**src/rtl/laser_pkg.sv**
```systemverilog
// Shared types and constants for the laser-coverage host.
package laser_pkg;

  localparam int unsigned N_PTS   = 40;
  localparam int unsigned COORD_W = 4;
  localparam int unsigned R2_MAX  = 16;

  typedef enum logic [2:0] {
    Idle,
    WaitRdy,
    Send,
    WaitDone,
    Score,
    Report
  } state_e;

  typedef struct packed {
    logic [COORD_W-1:0] x;
    logic [COORD_W-1:0] y;
  } point_t;

  // Squared euclidean distance between two 4-bit points; max 2*15^2 = 450 fits 9 bits.
  function automatic logic [8:0] dist2(input logic [COORD_W-1:0] ax, input logic [COORD_W-1:0] ay,
                                       input logic [COORD_W-1:0] bx, input logic [COORD_W-1:0] by);
    logic [COORD_W-1:0] dx;
    logic [COORD_W-1:0] dy;
    dx = (ax > bx) ? ax - bx : bx - ax;
    dy = (ay > by) ? ay - by : by - ay;
    return ({5'b0, dx} * {5'b0, dx}) + ({5'b0, dy} * {5'b0, dy});
  endfunction

endpackage

```
**src/rtl/laser_cover_chk.sv**
```systemverilog
// Combinational check: is one point within radius 4 of either circle centre.
module laser_cover_chk (
  input  logic [3:0] Px,
  input  logic [3:0] Py,
  input  logic [3:0] C1X,
  input  logic [3:0] C1Y,
  input  logic [3:0] C2X,
  input  logic [3:0] C2Y,
  output logic       covered
);
  import laser_pkg::*;

  logic [8:0] d2_c1;
  logic [8:0] d2_c2;

  // Inside either centre counts once.
  always_comb begin
    d2_c1   = dist2(C1X, C1Y, Px, Py);
    d2_c2   = dist2(C2X, C2Y, Px, Py);
    covered = (d2_c1 <= 9'(R2_MAX)) || (d2_c2 <= 9'(R2_MAX));
  end

endmodule

```
**src/rtl/laser_host.sv**
```systemverilog
// Host-side driver/scorer: holds a point set, streams it to the engine, scores the reply.
module laser_host #(
  parameter int unsigned N_PTS   = laser_pkg::N_PTS,
  parameter int unsigned TIMEOUT = 16383
) (
  input  logic       CLK,
  input  logic       RST,
  input  logic       LD_EN,
  input  logic [3:0] LD_X,
  input  logic [3:0] LD_Y,
  input  logic       START,
  input  logic       DONE,
  input  logic [3:0] C1X,
  input  logic [3:0] C1Y,
  input  logic [3:0] C2X,
  input  logic [3:0] C2Y,
  output logic [3:0] X,
  output logic [3:0] Y,
  output logic       BUSY,
  output logic       RES_VALID,
  output logic [5:0] COVER,
  output logic       TIMEOUT_ERR
);
  import laser_pkg::*;

  localparam int unsigned IDX_W  = $clog2(N_PTS + 1);
  localparam int unsigned WAIT_W = $clog2(TIMEOUT + 1);

  state_e            state;
  point_t            mem [N_PTS];
  logic [IDX_W-1:0]  wp;
  logic [IDX_W-1:0]  idx;       // k while sending, j while scoring
  logic [IDX_W-1:0]  idx_nxt;
  logic [WAIT_W-1:0] wait_cnt;
  logic              seen_low;
  logic [3:0]        c1x_q, c1y_q, c2x_q, c2y_q;
  logic [5:0]        count;
  logic [5:0]        count_nxt;
  logic              covered;

  laser_cover_chk u_cover_chk (
    .Px      (mem[idx].x),
    .Py      (mem[idx].y),
    .C1X     (c1x_q),
    .C1Y     (c1y_q),
    .C2X     (c2x_q),
    .C2Y     (c2y_q),
    .covered (covered)
  );

  // Next-index and running-score helpers.
  always_comb begin
    idx_nxt   = idx + 1'b1;
    count_nxt = count + 6'(covered);
  end

  assign BUSY = (state != Idle);

  // Round sequencer, point memory and all registered outputs.
  always_ff @(posedge CLK or posedge RST) begin
    if (RST) begin
      state       <= Idle;
      for (int i = 0; i < N_PTS; i++) mem[i] <= '0;
      wp          <= '0;
      idx         <= '0;
      wait_cnt    <= '0;
      seen_low    <= 1'b0;
      c1x_q       <= '0;
      c1y_q       <= '0;
      c2x_q       <= '0;
      c2y_q       <= '0;
      count       <= '0;
      X           <= '0;
      Y           <= '0;
      RES_VALID   <= 1'b0;
      COVER       <= '0;
      TIMEOUT_ERR <= 1'b0;
    end else begin
      unique case (state)
        Idle: begin
          if (LD_EN && (wp < IDX_W'(N_PTS))) begin
            mem[wp] <= '{x: LD_X, y: LD_Y};
            wp      <= wp + 1'b1;
          end
          if (START) state <= WaitRdy;
        end
        WaitRdy: begin
          if (DONE) begin
            state    <= Send;
            idx      <= '0;
            seen_low <= 1'b0;
            X        <= mem[0].x;
            Y        <= mem[0].y;
          end
        end
        Send: begin
          if (idx == IDX_W'(N_PTS - 1)) begin
            state    <= WaitDone;
            idx      <= '0;
            wait_cnt <= '0;
            X        <= '0;
            Y        <= '0;
          end else begin
            idx <= idx_nxt;
            X   <= mem[idx_nxt].x;
            Y   <= mem[idx_nxt].y;
          end
        end
        WaitDone: begin
          if (!DONE) seen_low <= 1'b1;
          // A DONE still high from the ready phase is not a result; require a low first.
          if (DONE && seen_low) begin
            state <= Score;
            idx   <= '0;
            count <= '0;
            c1x_q <= C1X;
            c1y_q <= C1Y;
            c2x_q <= C2X;
            c2y_q <= C2Y;
          end else if (wait_cnt == WAIT_W'(TIMEOUT - 1)) begin
            state       <= Report;
            RES_VALID   <= 1'b1;
            COVER       <= '0;
            TIMEOUT_ERR <= 1'b1;
          end else begin
            wait_cnt <= wait_cnt + 1'b1;
          end
        end
        Score: begin
          if (idx == IDX_W'(N_PTS - 1)) begin
            state       <= Report;
            idx         <= '0;
            RES_VALID   <= 1'b1;
            COVER       <= count_nxt;
            TIMEOUT_ERR <= 1'b0;
          end else begin
            idx   <= idx_nxt;
            count <= count_nxt;
          end
        end
        Report: begin
          state     <= Idle;
          RES_VALID <= 1'b0;
          wp        <= '0;
        end
        default: state <= Idle;
      endcase
    end
  end

endmodule
```
**config.mk**
```make
export PLATFORM = sky130hd
export DESIGN_NAME = laser_host
export DESIGN_NICKNAME = d
export VERILOG_FILES = /design/src/rtl/laser_pkg.sv /design/src/rtl/laser_cover_chk.sv /design/src/rtl/laser_host.sv
export SDC_FILE = /design/constraint.sdc
export NUM_CORES = 1
export LEC_CHECK = 0
export ABC_AREA = 1
export BUFFER_PORTS_ARGS = -buffer_cell sky130_fd_sc_hd__buf_4
export CORE_ASPECT_RATIO = 2
export CORE_MARGIN = 1
export CORE_UTILIZATION = 40
export DETAILED_ROUTE_END_ITERATION = 7
export RECOVER_POWER = 50
export SLEW_MARGIN = 20
export SYNTH_ARGS = -nofsm -noshare
export SYNTH_HDL_FRONTEND = slang
export SYNTH_SLANG_ARGS = --single-unit
```
**constraint.sdc**
```tcl
create_clock -name CLK -period 13.6 [get_ports CLK]
set_input_delay 2.72 -clock CLK [delete_from_list [all_inputs] [get_ports CLK]]
set_output_delay 2.72 -clock CLK [all_outputs]
set_load 0.005 [all_outputs]
```
==> reports/metrics.cfg <==
[yosys]
synthesis.nets = 3398
synth_warnings = 0
synth_edf_count = 0
syn_area_per_cell_sq_um = 7.25
synth_flop_cell = dfrtp_1
synth-compound-area-share = 0.185
synth_mux_area_frac = 0
async_flop_share = 1.00
yosysTopAreaCellShare = 0.410
synth_seq_cells = 388
synthSimpleGateAreaFrac = 0.251
yosys.area_share.adder = 0.0623
ys_seq_area_frac = 0.410
synth_top_family_by_area = simple AND/OR/NAND/NOR gates
ys_types = 46
synth_top_cell_by_area = dfrtp_1
synthesis.area_sq_um = 23700
synthesis.instances = 3269
yosys-top-cells-area = dfrtp_1 41%, nand2_1 14%, o21ai_0 12%
yosys.area_share.xor_xnor = 0.00813

[worst_setup_path]
critical_path_arrival_ns = 8.95
r2r_start = idx[0]
critical_path_class = input pin to async pin
worstPathMaxFanout = 142
r2r_cells = 40
crit_start = RST
end_kind = async pin
crit_required_ns = 12.90
start_kind = input pin

[min_path]
whs_path_depth = 2
hold_path_class = flip-flop to flip-flop
min-delay-start = COVER[0]

[layout]
final_common_cell = nand2_1
synthToLayoutAreaGrowth_pct = 7.77
nFillCells = 5986
fin_nets = 3297
drive_above_1_share = 0.0526
mostFrequentLayoutCells = 888 x nand2_1, 558 x o21ai_0, 385 x dfrtp_1, 263 x inv_1, 258 x nand3_1
post-route-util = 0.438
post-route-cell-area_sq_um = 25500
diodes = 0

[status]
violations = capacitance limit, slew limit
status = finished, violations left

[detailed_routing]
drtPass1Iterations = 7
wl_per_cell_um = 19.7
drt_wl_total_mm = 78.0
vias = 21500
drc = 0
drtAntennaViolNets = 0
vias_per_cell = 5.43
drt_iter0_drc = 1795

[floorplanning]
ios = 46
dieArea_sq_um = 60300
die_height_um = 346
initial_core_util = 0.406
placementRows = 125
die_x_um = 174
core_area_sq_um = 58300

[clock_network]
hold_buffers = 0
clockBufferDepth = 3
cts.repair.resized = 0
cts_tree = built
cts.sinks = 388
cts_buffers = 39
clk_pin_slew_worst_paths_ns = 0.07
clk_latency_ns = 0.57
cts-root-buf = clkbuf_16
post_cts_buffers = 0
htreeDepth = 2

[timing]
finClkSkew_ns = 0.0224
slew_viol_final = 265
hold_violations = 0
setup_viol = 0
fin_crit_ns = 9.65
tightest_slew_ns = 5.48
fin_setup_tns_ns = 0
max_freq_mhz = 104
rsz0062_at_grt = false
relSlewSlack = -2.67
finalCritPeriodShare = 0.710

[grt]
grt_usage = 0.260
antenna_found_initial = 1
grt_pass1_vias = 21100
grt_start_max_net_pins = 199
grt_pass1_wl_mm = 121
grt-ovfl-total = 0

[run]
cap_violations = 2

[placement]
port_buffers = 45
dpl_cell_area_sq_um = 24300
dp_hpwl_mm = 52.0
gp_congestion = 0.965

-- synth_stat cells (5+ instances only) --
cell type  number
xor2_1         10
clkbuf_1      120
ha_1           70
xnor2_1         7
nor2_4          5
nor3_1         16
o31ai_1         5
buf_1           6
nand3_1       257
nand4_1         5
buf_2          79
nand2_1       887
nand2_2         6
nor3_4          6
o22ai_1         8
inv_1         264
buf_4           6
inv_2          12
o21ai_0       551
dfrtp_1       388
fa_1           30
nor2_1        253
a21oi_1       134
o211ai_1       72
o21ai_1        32
-- cell families (layout without fill, tap and decap cells) --
| kind of cell | count (synthesis) | after routing |
|---|---|---|
| adders and majority gates | 100 | 100 |
| buffers and inverters | 491 | 417 |
| xor gates and xnor gates | 19 | 19 |
| DFF | 388 | 388 |
| and+or+nand+nor | 1448 | 1448 |
| AOI/OAI and AO/OA | 823 | 823 |
-- worst paths after layout --
kind | to | slack (ns)
max | idx[0] | 3.95
min | COVER[0] | 0.48
max reg2reg | count[5] | 4.03
min reg2reg | COVER[0] | 0.48
max in group CLK | count[5] | 4.03
min in group asynchronous | mem[109] | 3.87
-- routing by layer --
layer / global-route usage / share of wire / wire, um
met1: 0.280 / 0.37 / 28600
met2: 0.462 / 0.50 / 39000
met3: 0.0289 / 0.047 / 3660
met4: 0.204 / 0.086 / 6740
met5: 0 / 0 / 0
-- critical path, stage by stage --
cell and delay, ns:
clkbuf_4 0.11, clkinvlp_2 3.00, clkbuf_2 2.82
-- through the flow --
step / worst slack [ns] / hold slack (ns) / std cells
final: 3.95 / 0.478 / 3957
after floorplan: 0.0958 / 0.453 / 3269
after global routing: 2.37 / 0.501 / 3957
after detailed placement: 4.29 / 0.469 / 3889
after global placement: 4.35 / 0.462 / 3889
after CTS: 4.27 / 0.485 / 3957
-- layout make-up --
type	count	area [sq um]	share of cell area
well taps	762	953	0.0373
clock buffers	59	1180	0.0463
inverters	279	1060	0.0416
repair buffers	70	537	0.0210
multi-input cells	2390	12000	0.469
flip-flops and latches	388	9720	0.380
clock inverters	9	115	0.00451
-- flip-flops by register name (all words and copies together), names as in the netlist --
name	count
mem	320
wait_cnt	14
COVER	6
count	6
idx	6
wp	6
X	4
Y	4
c1x_q	4
c1y_q	4
c2x_q	4
c2y_q	4
state	3
RES_VALID	1
TIMEOUT_ERR	1
seen_low	1
Power is left out: the tool's default activity adds up to more than one toggle a clock period on the data nets, which glitch-free logic cannot reach.
